$ cat src/rtl/fp_norm_pack.sv
// fp_norm_pack: post-add normalize-and-pack stage for the half-precision adder.
//
// Takes the raw adder result (sign, biased exponent of the larger operand,
// unnormalized mantissa carry+hidden+fraction) and produces a packed result
// {exponent, fraction, sign} with overflow/underflow flags. Left normalization
// runs one bit per cycle; a carry is resolved by a single right shift.
//
// Build option: define FPNORM_ROUND_EN to round the carry right-shift to
// nearest-even using the shifted-out guard bit; otherwise that bit truncates.
//
// Ports:
//   clkk, rst      clock, asynchronous active-high reset
//   in_valid/ready upstream handshake (ready only while idle)
//   in_sign        result sign
//   in_exp         biased exponent (0 treated as 1, no hidden bit)
//   in_mant        {carry, hidden, fraction}
//   in_nan/in_inf  special-operand flags from upstream
//   out_valid/ready downstream handshake
//   out_res        {exponent, fraction, sign}
//   out_overflow   result saturated to Inf
//   out_underflow  result is subnormal
module fp_norm_pack #(
  parameter int unsigned EXP_W = 5,
  parameter int unsigned MAN_W = 10
) (
  input  logic                   clkk,
  input  logic                   rst,
  input  logic                   in_valid,
  output logic                   in_ready,
  input  logic                   in_sign,
  input  logic [EXP_W-1:0]       in_exp,
  input  logic [MAN_W+1:0]       in_mant,
  input  logic                   in_nan,
  input  logic                   in_inf,
  output logic                   out_valid,
  input  logic                   out_ready,
  output logic [EXP_W+MAN_W:0]   out_res,
  output logic                   out_overflow,
  output logic                   out_underflow
);

  localparam int unsigned MW = MAN_W + 2;
  localparam int unsigned XW = EXP_W + 1;
  localparam logic [XW-1:0] EXP_MAX = XW'((1 << EXP_W) - 1);

  typedef enum logic [1:0] {IDLE, NORM, DONE} state_t;

  state_t            state;
  logic              sign_q;
  logic [XW-1:0]     exp_q;
  logic [MW-1:0]     mant_q;
  logic              nan_q;
  logic              inf_q;

  logic [MAN_W-1:0]  rs_frac;
  logic [XW-1:0]     rs_exp;
  logic              rs_ovf;

  // Carry path: fraction and exponent after the one-bit right shift.
  // After the shift the hidden bit is the old carry, so the new fraction is
  // mant_q[MAN_W:1] and the guard bit is mant_q[0].
  always_comb begin
    rs_frac = mant_q[MAN_W:1];
    rs_exp  = exp_q + XW'(1);
`ifdef FPNORM_ROUND_EN
    if (mant_q[0] && mant_q[1]) begin
      rs_frac = mant_q[MAN_W:1] + MAN_W'(1);
      // All-ones significand rounds up to 2.0: fraction wraps to zero and
      // the extra right shift becomes one more exponent step.
      if (&mant_q[MAN_W:1]) begin
        rs_exp = exp_q + XW'(2);
      end
    end
`endif
    rs_ovf = (rs_exp >= EXP_MAX);
  end

  // Control FSM with registered outputs.
  always_ff @(posedge clkk or posedge rst) begin
    if (rst) begin
      state         <= IDLE;
      in_ready      <= 1'b1;
      out_valid     <= 1'b0;
      out_res       <= '0;
      out_overflow  <= 1'b0;
      out_underflow <= 1'b0;
      sign_q        <= 1'b0;
      exp_q         <= '0;
      mant_q        <= '0;
      nan_q         <= 1'b0;
      inf_q         <= 1'b0;
    end else begin
      case (state)
        IDLE: begin
          if (in_valid && in_ready) begin
            sign_q   <= in_sign;
            exp_q    <= (in_exp == '0) ? XW'(1) : XW'(in_exp);
            mant_q   <= in_mant;
            nan_q    <= in_nan;
            inf_q    <= in_inf;
            in_ready <= 1'b0;
            state    <= NORM;
          end
        end

        NORM: begin
          // Every outcome except a left shift packs and presents the result.
          state     <= DONE;
          out_valid <= 1'b1;
          if (nan_q) begin
            out_res <= {{EXP_W{1'b1}}, {MAN_W{1'b1}}, 1'b0};
          end else if (inf_q) begin
            out_res <= {{EXP_W{1'b1}}, {MAN_W{1'b0}}, sign_q};
          end else if (mant_q == '0) begin
            out_res <= '0;
          end else if (mant_q[MW-1]) begin
            if (rs_ovf) begin
              out_res      <= {{EXP_W{1'b1}}, {MAN_W{1'b0}}, sign_q};
              out_overflow <= 1'b1;
            end else begin
              out_res <= {rs_exp[EXP_W-1:0], rs_frac, sign_q};
            end
          end else if (mant_q[MAN_W]) begin
            out_res <= {exp_q[EXP_W-1:0], mant_q[MAN_W-1:0], sign_q};
          end else if (exp_q > XW'(1)) begin
            mant_q    <= mant_q << 1;
            exp_q     <= exp_q - XW'(1);
            state     <= NORM;
            out_valid <= 1'b0;
          end else begin
            out_res       <= {{EXP_W{1'b0}}, mant_q[MAN_W-1:0], sign_q};
            out_underflow <= 1'b1;
          end
        end

        DONE: begin
          if (out_ready) begin
            out_valid     <= 1'b0;
            out_overflow  <= 1'b0;
            out_underflow <= 1'b0;
            in_ready      <= 1'b1;
            state         <= IDLE;
          end
        end

        default: begin
          state <= IDLE;
        end
      endcase
    end
  end

endmodule

$ cat config.mk
export PLATFORM = sky130hd
export DESIGN_NAME = fp_norm_pack
export DESIGN_NICKNAME = d
export VERILOG_FILES = /design/src/rtl/fp_norm_pack.sv
export SDC_FILE = /design/constraint.sdc
export NUM_CORES = 1
export LEC_CHECK = 0
export ABC_AREA = 1
export ABC_CLOCK_PERIOD_IN_PS = 2430
export BUFFER_PORTS_ARGS = -buffer_cell sky130_fd_sc_hd__buf_2
export CORE_MARGIN = 2
export CORE_UTILIZATION = 45
export DETAILED_ROUTE_END_ITERATION = 12
export PLACE_DENSITY = 0.76
export SETUP_SLACK_MARGIN = 0.3
export SYNTH_ARGS = -nofsm -noshare
export SYNTH_HDL_FRONTEND = slang
export SYNTH_SLANG_ARGS = --single-unit
$ cat constraint.sdc
create_clock -name clkk -period 2.43 [get_ports clkk]
set_input_delay 0.3645 -clock clkk [delete_from_list [all_inputs] [get_ports clkk]]
set_output_delay 0.3645 -clock clkk [all_outputs]
set_load 0.02 [all_outputs]
==> results of run 1 <==
[cell usage in the layout, fill, tap and decap left out, types with 2 or more instances in the layout]
| master | n |
|---|---|
| sky130_fd_sc_hd__nand2_1 | 118 |
| sky130_fd_sc_hd__buf_2 | 43 |
| sky130_fd_sc_hd__dfrtp_1 | 41 |
| sky130_fd_sc_hd__nor2_1 | 27 |
| sky130_fd_sc_hd__nand3_1 | 23 |
| sky130_fd_sc_hd__inv_1 | 22 |
| sky130_fd_sc_hd__o21ai_0 | 20 |
| sky130_fd_sc_hd__a21oi_1 | 13 |
| sky130_fd_sc_hd__nor2_2 | 13 |
| sky130_fd_sc_hd__a21oi_2 | 10 |
| sky130_fd_sc_hd__o21ai_1 | 8 |
| sky130_fd_sc_hd__clkbuf_8 | 5 |
| sky130_fd_sc_hd__buf_4 | 5 |
| sky130_fd_sc_hd__inv_2 | 4 |
| sky130_fd_sc_hd__nand4_1 | 4 |
| sky130_fd_sc_hd__nand2_2 | 4 |
| sky130_fd_sc_hd__ha_1 | 4 |
| sky130_fd_sc_hd__xor2_1 | 3 |
| sky130_fd_sc_hd__nor2_4 | 3 |
| sky130_fd_sc_hd__clkbuf_1 | 2 |
[registers in the layout, indices dropped and copies added (netlist names)]
signal and flops:
in_ready 1, mant_q 12, exp_q 6, state 2, out_valid 1, inf_q 1, out_res 16, nan_q 1
out_overflow 1, sign_q 1, out_underflow 1
[layer usage]
metal  vias to the layer above  track usage [%]  part of all wire (%)
li1                       1195                -                     -
met1                      1078             30.5                    49
met3                         9             3.39                   5.8
met5                         -                0                     0
met2                        89             28.9                    44
met4                         0             4.92                   1.2
[cell usage after synthesis, types with 2 or more instances]
library cell               count  area share [%]
sky130_fd_sc_hd__nand2_1     118              17
sky130_fd_sc_hd__dfrtp_1      42              40
sky130_fd_sc_hd__nor2_1       27             3.9
sky130_fd_sc_hd__nand3_1      23             4.4
sky130_fd_sc_hd__inv_1        22             3.2
sky130_fd_sc_hd__o21ai_0      20             3.9
sky130_fd_sc_hd__nor2_2       15             3.6
sky130_fd_sc_hd__a21oi_1      13             2.5
sky130_fd_sc_hd__a21oi_2      10             3.4
sky130_fd_sc_hd__o21ai_1       8             1.5
sky130_fd_sc_hd__buf_4         4             1.2
sky130_fd_sc_hd__clkbuf_1      4            0.58
sky130_fd_sc_hd__ha_1          4             1.9
sky130_fd_sc_hd__inv_2         4            0.58
sky130_fd_sc_hd__nand2_2       4            0.96
sky130_fd_sc_hd__nand4_1       4            0.96
sky130_fd_sc_hd__xor2_1        3             1.0
sky130_fd_sc_hd__buf_6         2            0.87
sky130_fd_sc_hd__o21ai_2       2            0.67
[final timing paths]
check	startpoint	endpoint	slack, ns	cells after the start
min	rst	out_res[3]	0.19	3
max in group asynchronous	rst	exp_q[0]	1.84	3
min in group clkk	in_mant[0]	mant_q[0]	0.27	3
max	exp_q[0]	mant_q[4]	0.48	8
max reg2reg	exp_q[0]	mant_q[4]	0.48	8
min reg2reg	in_ready	in_ready	0.48	2
[final cells by class]
cell class                      instances  area share, %
Multi-Input combinational cell        263           44.9
Sequential cell                        43           35.9
Timing Repair Buffer                   49           9.08
Inverter                               27           3.54
Tap cell                               72           3.00
Clock buffer                            7           2.54
Clock inverter                          1           1.00
[logic make-up (layout without fill, tap and decap cells)]
logic type,after synthesis,count (layout),share of synthesized area [%]
buf+inv,39,84,7.61
flops,43,43,41.5
simple gates,197,197,34.1
mux,1,1,0.385
fa+ha+maj,4,4,1.93
xor+xnor,3,3,1.01
compound gates,58,58,13.5
[power by group through the flow]
stage | Clock, mW | Sequential, mW | Combinational (mW)
after floorplan | 0 | 0.732 | 0.0317
after global placement | 0 | 0.732 | 0.0600
after detailed placement | 0 | 0.732 | 0.0598
after CTS | 0.561 | 0.718 | 0.0602
after global routing | 0.592 | 0.719 | 0.0694
final | 0.547 | 0.718 | 0.0605
[metrics by stage]
stage	total power, mW	instance area (um2)	cells	setup WS [ns]
5_1_grt	1.38	3000	462	0.334
6_report	1.33	3000	462	0.481
3_3_place_gp	0.792	2870	454	0.455
4_1_cts	1.34	2980	462	0.372
3_5_place_dp	0.792	2870	454	0.326
2_1_floorplan	0.764	2600	345	0.675
[repair_timing]
action,in CTS,in global routing
gates resized for setup,1,4
endpoints found under the setup margin,1,13
hold buffers,0,0
[worst max-delay path, cell delays in order (launching register included)]
cell and delay, ns:
sky130_fd_sc_hd__dfrtp_2 0.44, sky130_fd_sc_hd__inv_1 0.13, sky130_fd_sc_hd__ha_1 0.30, sky130_fd_sc_hd__o211ai_4 0.27, sky130_fd_sc_hd__nand3_4 0.16, sky130_fd_sc_hd__o21ai_4 0.27, sky130_fd_sc_hd__buf_12 0.18, sky130_fd_sc_hd__nand2_1 0.05
sky130_fd_sc_hd__o21ai_0 0.07
==> metrics.yaml, run 1 <==
status:
  status: "complete, no violations"
synthesis:
  avgSynthCellArea_um2: 7.53
  synth.lib_cells_used.distinct: 35
  net_count_of_the_mapped_netlist: 373
  synth_seq_cells: 43
  synth_edf_count: 0
  synth-seq-area-share_pct: 41.5
  post_synth_inst_count: 345
  postSynth.topFlopCell: "sky130_fd_sc_hd__dfrtp_1"
  syn-cell-area_um2: 2600
  async_flop_share_pct: 100
  yosys_warnings: 0
detailed_routing:
  detail_route.vias_per_cell: 5.13
  detailroute.via_count: 2371
  ant_nets: 0
  avgRoutedWirePerCell_um: 13.1
  wirelength_um: 6060
  detailedRoute.firstPassIterationCount: 5
  drtIter0Drc: 210
  total_drc_errors_in_the_routed_layout: 0
final_layout:
  area_growth_from_synthesis_to_layout_pct: 15.6
  seqCellArea_um2: 1080
  num-nets-final: 417
  utilization_pct: 54.2
  multiInputGateArea_um2: 1350
  layout.filler_cells: 536
  diodes: 0
  drive_gt1_share_pct: 25.4
power:
  cellLeakagePower_nw: 1.52
  power.switching_mw: 0.278
  p_seq_share_pct: 54.2
  cellInternalPower_mw: 1.05
  power_per_cell_area_nw_per_um2: 441
  power_switching_share_pct: 20.9
  comb_power_share_pct: 4.6
  power.share.clock_pct: 41.3
  ir_drop_mv: 0.262
worst_setup_path:
  critPathKind: "reg2reg"
  cp_max_fo: 16
  critical_path_required_ns: 2.64
  launching_element_type_of_the_critical_path: "flip-flop"
  worstPathArrival_ns: 2.16
  critical_path.endpoint_type: "flip-flop"
floorplanning:
  placeableCoreArea_um2: 5540
  initial_core_util_pct: 46.9
  die_area_um2: 6400
  num_io_pins: 44
  die_height_um: 80.0
  die_width_um: 80.0
  std_cell_rows: 27
clock_tree:
  tritoncts.num_buffers: 5
  h-tree-depth: 2
  cts.path.max_buffers: 2
  clock_latency_ns: 0.29
  tritoncts: "built"
  cts_setup_buffers: 0
  cts.sink_count: 43
  cts.clk_slew.worst_paths_ns: 0.08
  cts_root_buffer: "sky130_fd_sc_hd__clkbuf_8"
placed_design:
  place_hpwl_um: 4420
  gpl.final_weighted_congestion: 0.880
  port_buffers: 43
sta:
  post-route-min-period_ns: 1.95
  hold_viol: 0
  report.final.setup_viol: 0
  fin_setup_tns_ns: 0
  fmax_ghz: 0.513
  worst_hold_slack_after_final_layout_ns: 0.195
  worstMarginPinSlew_ns: 0.535
  grt_setup_unrepaired: "no"
  skew_ns: 0.00396
  maxSlewViolCount: 0
  layout_worst_path_cycle_share_pct: 80.2
  timing.max_slew.rel_slack_pct: 64.4
global_route:
  grt_overflow_total: 0
  grt_util_all_layers_pct: 19.9
  grt_antenna_before_repair: 0
  grt_start_max_net_pins: 44
  vias_in_the_first_global_route: 2073
  grt_pass1_wl_um: 10000
run:
  max-cap-violations: 0
min_path:
  hold_path.class: "in2async"
Note: power is estimated with default switching activity, not from simulation.
==> inputs of run 2 (changes only) <==
- ABC_AREA: 1 -> 0
- ABC_CLOCK_PERIOD_IN_PS: 2430 -> 1850
- PLACE_DENSITY: 0.76 -> 0.77
- clock period: 2.43 -> 1.85 ns (I/O delays scaled with it)
==> metrics.yaml, run 2 <==
synthesis:
  ys_top_cells_by_count: "sky130_fd_sc_hd__dfrtp_1 (42), sky130_fd_sc_hd__nand2_1 (22), sky130_fd_sc_hd__nor2_1 (21), sky130_fd_sc_hd__o21ai_0 (21), sky130_fd_sc_hd__inv_1 (17)"
  avgSynthCellArea_um2: 9.23
  synth_edf_count: 0
  yosysTopAreaCellShare_pct: 44.3
  net_count_of_the_mapped_netlist: 285
  synthTopCellsByArea: "sky130_fd_sc_hd__dfrtp_1 (44%), sky130_fd_sc_hd__o21ai_0 (4.4%), sky130_fd_sc_hd__nand2_1 (3.5%)"
  yosys.cell_count.top_type: "sky130_fd_sc_hd__dfrtp_1"
  synth_seq_cells: 43
  yosys_warnings: 0
  synth.lib_cells_used.distinct: 51
  async_flop_share_pct: 100
  syn-cell-area_um2: 2370
  synth-seq-area-share_pct: 45.4
  post_synth_inst_count: 257
  postSynth.topFlopCell: "sky130_fd_sc_hd__dfrtp_1"
  synth_largest_area_cell: "sky130_fd_sc_hd__dfrtp_1"
worst_setup_path:
  critical_path_required_ns: 2.08
  critical_path.endpoint_type: "flip-flop"
  cp_cell_sequence: "or4b_4, a311oi_4, o22ai_4, or3_1, a21oi_2"
  timing.critical_path.slowest_cell_delay_ns: 0.57
  cp_max_fo: 5
  launching_element_type_of_the_critical_path: "flip-flop"
  critPathKind: "reg2reg"
  r2r_cells: 5
  cp_slowest_cell: "sky130_fd_sc_hd__or4b_4"
  reg2reg_slack_ns: -0.19
  worstPathArrival_ns: 2.28
  timing.rr.end: "exp_q[5]"
  r2r-start: "mant_q[11]"
clock_tree:
  tritoncts: "built"
  cts.clk_slew.worst_paths_ns: 0.08
  cts.path.max_buffers: 2
  cts_root_buffer: "sky130_fd_sc_hd__clkbuf_8"
  cts.sink_count: 43
  clock_latency_ns: 0.31
  h-tree-depth: 2
  tritoncts.num_buffers: 5
final_layout:
  num-nets-final: 390
  mostFrequentLayoutCell: "sky130_fd_sc_hd__buf_4"
  top_register: "out_res"
  area_growth_from_synthesis_to_layout_pct: 54.8
  leading_cell_types_in_the_layout_fill_and_taps_excluded: "sky130_fd_sc_hd__buf_4 (55), sky130_fd_sc_hd__buf_2 (43), sky130_fd_sc_hd__dfrtp_1 (40)"
  post_layout_nonfiller_instances: 433
  reg.largest.list: "out_res x16, mant_q x12, exp_q x6"
  drive_gt1_share_pct: 50.4
  diodes: 0
  largest_register_ffs: 16
global_route:
  grt_start_max_net_pins: 27
  grt_antenna_before_repair: 0
  vias_in_the_first_global_route: 2467
  grt_pass1_wl_um: 12300
  grt_util_all_layers_pct: 26.6
  grt_overflow_total: 0
sta:
  fmax_ghz: 0.489
  report.final.setup_viol: 34
  grt_setup_unrepaired: "yes"
  worst_hold_slack_after_final_layout_ns: -0.0135
  post-route-min-period_ns: 2.04
  worstMarginPinSlew_ns: 0.710
  layout_worst_path_cycle_share_pct: 111
  skew_ns: 0.00511
  timing.final.ws_setup_ns: -0.195
  hold_viol: 16
  maxSlewViolCount: 0
  timing.max_slew.rel_slack_pct: 52.4
min_path:
  hold_path.class: "in2async"
floorplanning:
  placeableCoreArea_um2: 5110
  initial_core_util_pct: 46.4
  num_io_pins: 44
  die_height_um: 76.6
  die_width_um: 76.6
  std_cell_rows: 26
  die_area_um2: 5870
run:
  max-cap-violations: 0
detailed_routing:
  ant_nets: 0
  wirelength_um: 7740
  detail_route.vias_per_cell: 5.99
  detailedRoute.firstPassIterationCount: 6
  avgRoutedWirePerCell_um: 17.9
  top_routing_layer_used: "met4"
  drtIter0Drc: 260
  routed-wl-met3_um: 526
  detailroute.via_count: 2592
  routed-wl-met2_um: 3760
  total_drc_errors_in_the_routed_layout: 0
  wl_met1_um: 3260
status:
  failed_checks: "hold timing, setup timing"
  status: "finished with violations"
placed_design:
  place_hpwl_um: 5060
  port_buffers: 43
  placed_cells: 409
  dp_slack_ns: -0.160
  gpl.final_weighted_congestion: 0.930
power:
  ir_drop_mv: 0.850
  power_per_cell_area_nw_per_um2: 1900
  cellLeakagePower_nw: 1.64
  report.power.total_mw: 6.96
[run 2: changes by cell type after synthesis, moves of 6 or more]
| cell | change |
|---|---|
| sky130_fd_sc_hd__a21oi_2 | -10 |
| sky130_fd_sc_hd__a222oi_1 | +7 |
| sky130_fd_sc_hd__a22oi_1 | +6 |
| sky130_fd_sc_hd__a31oi_1 | +10 |
| sky130_fd_sc_hd__clkbuf_1 | +10 |
| sky130_fd_sc_hd__nand2_1 | -96 |
| sky130_fd_sc_hd__nand3_1 | -17 |
| sky130_fd_sc_hd__nor2_1 | -6 |
| sky130_fd_sc_hd__nor2_2 | -15 |
| sky130_fd_sc_hd__o21ai_1 | -6 |
| sky130_fd_sc_hd__o31ai_1 | +6 |
[run 2: worst max-delay path, delay by kind of cell (launching register included)]
kind / cells / cell delay [ns]
and+or+nand+nor: 2 / 0.95
AOI/OAI and AO/OA: 3 / 0.61
DFF: 1 / 0.41
[run 2: worst max path at each step]
| stage | start | endpoint | slack (ns) | cells past startpoint |
|---|---|---|---|---|
| 2_1_floorplan | exp_q[3] | out_res[2] | -0.24 | 6 |
| 5_1_grt | mant_q[11] | exp_q[5] | -0.22 | 5 |
| 4_1_cts | exp_q[3] | out_res[6] | -0.14 | 5 |
| 3_3_place_gp | exp_q[3] | out_res[8] | -0.11 | 5 |
| 6_report | mant_q[11] | exp_q[5] | -0.19 | 5 |
| 3_5_place_dp | exp_q[3] | out_res[5] | -0.16 | 5 |
[run 2: per-layer routing]
metal	up-vias	track usage [%]
met5	-	0
met4	0	11.6
met3	20	4.74
met2	131	41.9
met1	1268	36.0
li1	1173	-
[run 2: repair_timing]
item / CTS / global route
setup endpoints to repair: 41 / 42
buffers inserted: 10 / 6
hold buffers: 0 / 0
pin swaps: 12 / 16
gates resized for setup: 41 / 20
[run 2: cell families after synthesis]
family / synth area share [%]
flops: 45.4
buf+inv: 6.49
xor+xnor: 0.739
mux: 1.85
fa+ha+maj: 2.11
compound gates: 28.2
simple gates: 15.1
[run 2: stage by stage]
step / util (%) / cell area (um2) / setup TNS, ns
floorplan: - / 2600 / -1.61
global placement: 62.9 / 3210 / -1.23
detailed placement: 62.9 / 3210 / -1.94
CTS: 69.6 / 3550 / -2.16
global route: 71.9 / 3670 / -4.56
finish: 71.9 / 3670 / -3.00
[run 2: final cells by class]
class / instances / area (um2)
clock buffers: 5 / 68.8
multi-input cells: 178 / 1450
well taps: 70 / 87.6
flip-flops and latches: 43 / 1080
clock inverters: 3 / 43.8
inverters: 17 / 71.3
repair buffers: 117 / 872
fillers: 369 / 1440
[run 2: power by group]
part	internal, mW	switching [mW]	total [mW]
registers	1.40	0.366	1.76
logic	2.11	2.33	4.43
clock network	0.402	0.358	0.760
total	3.91	3.05	6.96
